**src/rtl/otp_pkg.sv**
```systemverilog
// ============================================================================
// Module  : otp_pkg
// Purpose : Shared constants and cipher primitives for the two-stage OTP
//           encryptor/decryptor pair (data width, default seed, LFSR taps,
//           bit reversal, LFSR step, encrypt and decrypt stage functions).
// Revision: 1.0 - initial release
// ============================================================================
`default_nettype none

package otp_pkg;

   localparam int          C_WIDTH        = 64;
   localparam logic [63:0] C_DEFAULT_SEED = 64'h0000_0000_0000_0001;

   // Feedback taps of the 64-bit keystream LFSR
   localparam int C_TAP_A = 63;
   localparam int C_TAP_B = 62;
   localparam int C_TAP_C = 60;
   localparam int C_TAP_D = 59;

   function automatic logic [63:0] rev64(input logic [63:0] x);
      logic [63:0] r;
      for (int i = 0; i < 64; i++) begin
         r[i] = x[63-i];
      end
      return r;
   endfunction

   function automatic logic [63:0] lfsr_next(input logic [63:0] k);
      return {k[62:0], k[C_TAP_A] ^ k[C_TAP_B] ^ k[C_TAP_C] ^ k[C_TAP_D]};
   endfunction

   // Encrypt stage; exact inverse of dec_stage for the same key
   function automatic logic [63:0] enc_stage(input logic [63:0] x, input logic [63:0] k);
      return rev64(~rev64(x ^ k));
   endfunction

   function automatic logic [63:0] dec_stage(input logic [63:0] c, input logic [63:0] k);
      return rev64(~rev64(c)) ^ k;
   endfunction

endpackage

`default_nettype wire

```
**src/rtl/otp_keystream.sv**
```systemverilog
// ============================================================================
// Module  : otp_keystream
// Purpose : 64-bit LFSR keystream. Presents the current state K_n and the next
//           state K_n+1; advances by two steps when i_adv is high.
//           Optional reload port when KEY_RELOAD_EN is defined.
// Revision: 1.0 - initial release
// ============================================================================
`default_nettype none

module otp_keystream
   import otp_pkg::*;
#(
   parameter logic [63:0] SEED = C_DEFAULT_SEED
) (
   input  logic        clk,
   input  logic        rst,
   input  logic        i_adv,
`ifdef KEY_RELOAD_EN
   input  logic        i_load,
   input  logic [63:0] i_seed,
`endif
   output logic [63:0] o_k0,
   output logic [63:0] o_k1
);

   logic [63:0] r_state;
   logic [63:0] w_k1;

   assign w_k1 = lfsr_next(r_state);
   assign o_k0 = r_state;
   assign o_k1 = w_k1;

   // LFSR state: restart at SEED, optional reload, two steps per consumed key pair
   always_ff @(posedge clk or posedge rst) begin
      if (rst) begin
         r_state <= SEED;
`ifdef KEY_RELOAD_EN
      end else if (i_load) begin
         // A zero seed would lock the LFSR, so fall back to SEED
         r_state <= (i_seed == 64'd0) ? SEED : i_seed;
`endif
      end else if (i_adv) begin
         r_state <= lfsr_next(w_k1);
      end
   end

endmodule

`default_nettype wire

```
**src/rtl/twostage_encryption_otp.sv**
```systemverilog
// ============================================================================
// Module  : twostage_encryption_otp
// Purpose : Two-stage registered OTP encryptor with internal LFSR keystream
//           and valid/ready handshake on both sides (full backpressure).
//           chiper = plain ^ K_n ^ K_n+1.
//           Optional macro KEY_RELOAD_EN adds key_load/key_seed reload ports.
// Revision: 1.0 - initial release
// ============================================================================
`default_nettype none

module twostage_encryption_otp
   import otp_pkg::*;
#(
   parameter logic [63:0] SEED  = C_DEFAULT_SEED,
   parameter int          WIDTH = 64
) (
   input  logic             clk,
   input  logic             rst,
   input  logic             in_valid,
   output logic             in_ready,
   input  logic [WIDTH-1:0] plain,
   output logic             out_valid,
   input  logic             out_ready,
`ifdef KEY_RELOAD_EN
   input  logic             key_load,
   input  logic [63:0]      key_seed,
`endif
   output logic [WIDTH-1:0] chiper
);

   generate
      if (WIDTH != C_WIDTH) begin : g_bad_width
         $error("twostage_encryption_otp: WIDTH must be 64");
      end
      if (SEED == 64'd0) begin : g_bad_seed
         $error("twostage_encryption_otp: SEED must be nonzero");
      end
   endgenerate

   logic [63:0] w_ka;
   logic [63:0] w_kb;
   logic        w_accept;
   logic        w_s1_adv;
   logic        w_in_ready;

   logic [63:0] r_s1_data;
   logic [63:0] r_s1_key;
   logic        r_s1_valid;
   logic [63:0] r_s2_data;
   logic        r_s2_valid;

   // s1 moves on whenever s2 is empty or is being drained this cycle
   assign w_s1_adv = r_s1_valid && (!r_s2_valid || out_ready);

`ifdef KEY_RELOAD_EN
   assign w_in_ready = !rst && !key_load && (!r_s1_valid || w_s1_adv);
`else
   assign w_in_ready = !rst && (!r_s1_valid || w_s1_adv);
`endif

   assign w_accept  = in_valid && w_in_ready;
   assign in_ready  = w_in_ready;
   assign out_valid = r_s2_valid;
   assign chiper    = r_s2_data;

   otp_keystream #(
      .SEED (SEED)
   ) u_keystream (
      .clk    (clk),
      .rst    (rst),
      .i_adv  (w_accept),
`ifdef KEY_RELOAD_EN
      .i_load (key_load),
      .i_seed (key_seed),
`endif
      .o_k0   (w_ka),
      .o_k1   (w_kb)
   );

   // Stage 1: encrypt with Kb on accept and carry Ka along for stage 2
   always_ff @(posedge clk or posedge rst) begin
      if (rst) begin
         r_s1_data  <= '0;
         r_s1_key   <= '0;
         r_s1_valid <= 1'b0;
      end else if (w_accept) begin
         r_s1_data  <= enc_stage(plain, w_kb);
         r_s1_key   <= w_ka;
         r_s1_valid <= 1'b1;
      end else if (w_s1_adv) begin
         r_s1_valid <= 1'b0;
      end
   end

   // Stage 2: encrypt with the carried Ka; data holds while stalled
   always_ff @(posedge clk or posedge rst) begin
      if (rst) begin
         r_s2_data  <= '0;
         r_s2_valid <= 1'b0;
      end else if (w_s1_adv) begin
         r_s2_data  <= enc_stage(r_s1_data, r_s1_key);
         r_s2_valid <= 1'b1;
      end else if (r_s2_valid && out_ready) begin
         r_s2_valid <= 1'b0;
      end
   end

endmodule

`default_nettype wire

```
**config.mk**
```make
export PLATFORM = sky130hd
export DESIGN_NAME = twostage_encryption_otp
export DESIGN_NICKNAME = d
export VERILOG_FILES = /design/src/rtl/otp_pkg.sv /design/src/rtl/otp_keystream.sv /design/src/rtl/twostage_encryption_otp.sv
export SDC_FILE = /design/constraint.sdc
export NUM_CORES = 1
export LEC_CHECK = 0
export BUFFER_PORTS_ARGS = -buffer_cell sky130_fd_sc_hd__buf_2
export CORE_UTILIZATION = 61
export CTS_CLUSTER_SIZE = 24
export DETAILED_ROUTE_END_ITERATION = 16
export PLACE_DENSITY = 0.93
export SKIP_CTS_REPAIR_TIMING = 1
export SYNTH_ARGS = -nofsm -noshare
export SYNTH_HDL_FRONTEND = slang
export SYNTH_SLANG_ARGS = --single-unit
```
**constraint.sdc**
```tcl
create_clock -name clk -period 24.3 [get_ports clk]
set_clock_uncertainty 0.15 [all_clocks]
set_input_delay 6.075 -clock clk [delete_from_list [all_inputs] [get_ports clk]]
set_output_delay 6.075 -clock clk [all_outputs]
set_load 0.1 [all_outputs]
```
==> qor.yml, run 1 <==
max_freq_mhz: 73.2
yosys.area_share.simple_pct: 0.516
synth-edff-count: 0
leakage_nw: 4.42
antenna_found_initial: 0
synthArstFlopShare_pct: 100
synth.area.top_cells: "dfrtp_1 58%, mux2_2 24%, xnor2_1 14%"
p_comb_share_pct: 37.9
yosys.area.top_type: "dfrtp_1"
p_sw_share_pct: 42.8
r2r-start: "r_s1_valid"
h-tree-depth: 4
die_area_um2: 14400
rows: 42
syn_area_per_cell_um2: 15.4
synth_top_area_share_pct: 57.5
muxShareOfSynthArea_pct: 25.7
track_usage_pct: 22.9
drtIter0Drc: 199
route.vias.total: 4630
netlist_top_cells_count: "195 x dfrtp_1, 184 x mux2_2, 131 x xnor2_1"
ant_nets: 0
nets: 754
seq_power_share_pct: 35.9
worstSetupPathType: "in -> out"
period_share_pct: 56.2
yosys.cell_types.count: 16
core-area_um2: 13400
p_int_mw: 0.662
finalHoldViolCount: 0
yosysWarnings: 0
ys_seq_area_share_pct: 57.8
die_h_um: 120
wl_um: 14900
worstMarginPinSlew_ps: 926
reg2reg_depth: 4
top_usage_layer: "met2"
synthAdderAreaFrac_pct: 0
first_pass_iters: 4
cp-endpoint: "in_ready"
critPathRequiredTime_ps: 18070
clk_path_buf_depth: 2
tritoncts.num_buffers: 17
worst-path-max-fanout: 123
arrival_ps: 7430
dpl.hpwl_um: 9460
n_fill_cell: 844
rsz0062_at_grt: "false"
diodes: 0
use_met1_pct: 29.8
synthFlopType: "dfrtp_1"
holdWs_ps: 349
critPathBufInv: 3
met3_usage_pct: 4.90
crit_cells: 4
synth.most_common_cell: "dfrtp_1"
routabilityCongestion: 0.732
multi_input_area_um2: 3430
powerDensity_nw_per_um2: 117
grt_pass1_wl_um: 25200
syn_area_um2: 8480
clock-sinks: 196
clk_pin_slew_ps: 60
cts-root-buf: "clkbuf_16"
synthCells: 551
power_frac_clock_pct: 26.2
slew-limit-headroom_pct: 38.2
ys_ff_latch: 196
max-cap-violations: 0
startpoint_type: "primary input"
seq_area_um2: 4910
crit_slowest_cell: "inv_8"
drive_gt1_share_pct: 50.5
synth_compound_area_share_pct: 0
port_buffers: 133
max-vdd-ir-drop_mv: 0.0723
wl_per_cell_um: 17.1
die_w_um: 120
cts_tree: "yes"
io_pins: 134
final_max_slew_viol_count: 0
cp_top_family: "buffers and inverters"
grt-ovfl-total: 0
first_global_vias: 4997
cp_cell_sequence: "buf_2 > inv_8 > and2_1 > buf_2"
crit_path_start: "rst"
finalPower_mw: 1.16
drc: 0
worstReg2RegEnd: "r_s1_key[6]"
setup_tns_ps: 0
synth_xor_area_share_pct: 14.0
routed_via_density: 5.29
insertion_delay_ps: 430
initial_utilization_pct: 63.3
met2_usage_pct: 37.8
rrSetupSlack_ps: 21500
grt_max_degree: 124
endpoint_kind: "output pin"
hold_class: "reg -> reg"
crit_top_cell: "buf_2"
synth_nets: 619
finalSetupViolations: 0
min_period_ps: 13650
switchingPower_mw: 0.495
status: "complete, no violations"
synth_top_family_by_area: "multiplexers"
slowest_delay_ps: 560
area_growth_pct: 16.6
## through the flow
step | worst slack [ps] | utilization [%] | std cells | cell area (um2)
detailed placement | 10570 | 69.0 | 843 | 9250
finish | 10650 | 73.8 | 875 | 9890
CTS | 10570 | 73.8 | 875 | 9890
floorplan | 6810 | - | 551 | 8480
global placement | 10610 | 69.0 | 843 | 9250
global route | 10480 | 73.8 | 875 | 9890
## cells by family after synthesis
family	Yosys count
flops	196
buf+inv	21
simple gates	7
mux	194
xor+xnor	133
## power groups by stage
stage / Combinational [mW] / Sequential (mW) / Clock [mW]
2_1_floorplan: 0.0883 / 0.701 / 0
3_3_place_gp: 0.434 / 0.417 / 0
3_5_place_dp: 0.440 / 0.421 / 0
4_1_cts: 0.442 / 0.416 / 0.310
5_1_grt: 0.452 / 0.422 / 0.323
6_report: 0.438 / 0.416 / 0.304
## how the worst min path moves through the flow
stage	from	endpoint	slack [ps]	cells after the start
2_1_floorplan	r_s1_valid	out_valid	310	1
3_3_place_gp	chiper[35]	chiper[35]	330	1
3_5_place_dp	chiper[58]	chiper[58]	340	1
4_1_cts	chiper[58]	chiper[58]	350	1
5_1_grt	chiper[60]	chiper[60]	360	1
6_report	chiper[58]	chiper[58]	350	1
## registers in the layout (all words and copies together) (netlist names)
register and cells:
u_keystream.o_k0 2, chiper 64, out_valid 1, r_s1_key 64, r_s1_valid 1, r_s1_data 64
## metal layers
| metal | share of wire, % | up-vias |
|---|---|---|
| met5 | 0 | - |
| li1 | - | 2141 |
| met2 | 51 | 103 |
| met3 | 3.6 | 19 |
| met1 | 43 | 2367 |
| met4 | 1.7 | 0 |
## cells in the final DEF, fill, tap and decap left out
cell type,netlist,routed
bufinv_16,0,5
and2_1,1,1
mux2_2,184,184
clkinvlp_4,0,2
buf_4,1,3
mux2_1,10,10
clkinv_2,0,2
nand3b_1,1,1
dfrtp_1,195,195
clkbuf_16,0,17
nand2_2,0,1
nand3_4,0,1
xnor2_1,131,131
inv_8,0,1
clkbuf_1,0,4
nand2_1,2,1
buf_2,10,133
dfstp_2,1,1
nand2b_1,2,2
xor2_2,1,1
xor3_1,1,1
clkbuf_8,0,2
## cell type report
type,instances,area share (%)
sequential,196,49.6
timing repair buffer,136,6.95
multi-input combinational,334,34.6
inverter,1,0.114
tap,176,2.23
clock buffer,23,4.73
clock inverter,9,1.77
(Power assumes the default switching activity.)
==> inputs of run 2 (changes only) <==
CORE_UTILIZATION = 51   (was 61)
PLACE_DENSITY = 0.84   (was 0.93)
clock period = 12.4 ns   (was 24.3 ns; I/O delays follow)
==> run 2 against run 1 <==
Net effect: die area rose by 19%; utilization down 12 points; flip-flop and latch count is the same; setup slack lost 5900 ps; combinational power is 96% higher; routed wire length grew 0.77%; worst hold slack is essentially flat; final cell count rose by 4.3%; total power grew 91%; critical path type unchanged; largest cell class unchanged.
==> qor.yml, run 2 (same netlist as run 1, synthesis figures left out) <==
crit_path_start: "rst"
max-cap-violations: 0
drtIter0Drc: 202
placed_cells: 882
stdcell_count: 913
max_freq_mhz: 130
finalSetupViolations: 0
dpl.hpwl_um: 9860
first_global_vias: 4937
period_share_pct: 61.9
ant_nets: 0
layout_commonest_cell: "dfrtp_1"
hold_depth: 1
worst-path-max-fanout: 117
endpoint_kind: "output pin"
fin_ws_ps: 4720
finalHoldViolCount: 0
reg2reg_depth: 4
first_pass_iters: 4
wl_um: 15100
final_util_pct: 61.5
final_cell_mix: "195 x dfrtp_1, 184 x mux2_2, 133 x buf_2, 131 x xnor2_1, 17 x clkbuf_16"
io_pins: 134
hold_start: "chiper[46]"
preCtsSetupSlack_ps: 4660
rsz0062_at_grt: "false"
diodes: 0
h-tree-depth: 4
powerDensity_nw_per_um2: 224
holdWs_ps: 349
die_w_um: 131
routed_via_density: 5.06
met3_usage_pct: 3.95
clock-sinks: 196
grt_max_degree: 118
antenna_found_initial: 0
critPathRequiredTime_ps: 9150
cts_tree: "yes"
use_met1_pct: 23.9
arrival_ps: 4430
tritoncts.num_buffers: 17
worstSetupPathType: "in -> out"
top_usage_layer: "met2"
area_growth_pct: 16.4
setup_tns_ps: 0
met2_usage_pct: 32.0
track_usage_pct: 19.0
max-vdd-ir-drop_mv: 0.148
worstMarginPinSlew_ps: 1030
min_period_ps: 7680
r2r-start: "r_s1_valid"
cts-root-buf: "clkbuf_16"
port_buffers: 133
routabilityCongestion: 0.714
clk_path_buf_depth: 2
slew-limit-headroom_pct: 31.3
drc: 0
initial_utilization_pct: 52.8
rows: 46
core-area_um2: 16100
route.vias.total: 4621
startpoint_type: "primary input"
clk_pin_slew_ps: 60
grt_pass1_wl_um: 24600
drive_gt1_share_pct: 50.5
insertion_delay_ps: 430
final_max_slew_viol_count: 0
nets: 753
leakage_nw: 4.39
die_h_um: 131
hold_class: "reg -> reg"
die_area_um2: 17200
status: "complete, no violations"
grt-ovfl-total: 0
wl_per_cell_um: 16.5
==> run 2: worst paths after layout <==
kind	slack, ps	end
max	4720	in_ready
min	350	chiper[46]
max reg2reg	9530	r_s1_key[59]
min reg2reg	350	chiper[46]
max in group asynchronous	7860	r_s1_data[45]
min in group asynchronous	2680	chiper[19]
==> run 2: worst max-delay path: stages <==
cell	delay, ps
buf_2	130
inv_8	540
and2_1	220
buf_2	420
==> run 2: per-layer routing <==
layer	up-vias	part of all wire, %
li1	2147	-
met1	2362	44
met2	90	51
met3	22	3.0
met4	0	1.8
met5	-	0
==> run 2: cell type report <==
cell class	count	area, um2
clock buffers	23	478
inverters	1	11.3
well taps	216	270
fillers	1234	6180
multi-input cells	334	3430
clock inverters	8	101
repair buffers	135	681
flip-flops and latches	196	4910
==> run 2: per-stage QoR <==
step	area, um2	power [mW]
2_1_floorplan	8480	1.55
3_3_place_gp	9300	1.67
3_5_place_dp	9300	1.69
4_1_cts	9880	2.23
5_1_grt	9880	2.29
6_report	9880	2.21
==> run 2: report_power, final <==
group	internal, mW	switching, mW
Clock	0.312	0.228
Sequential	0.750	0.0614
Combinational	0.179	0.680
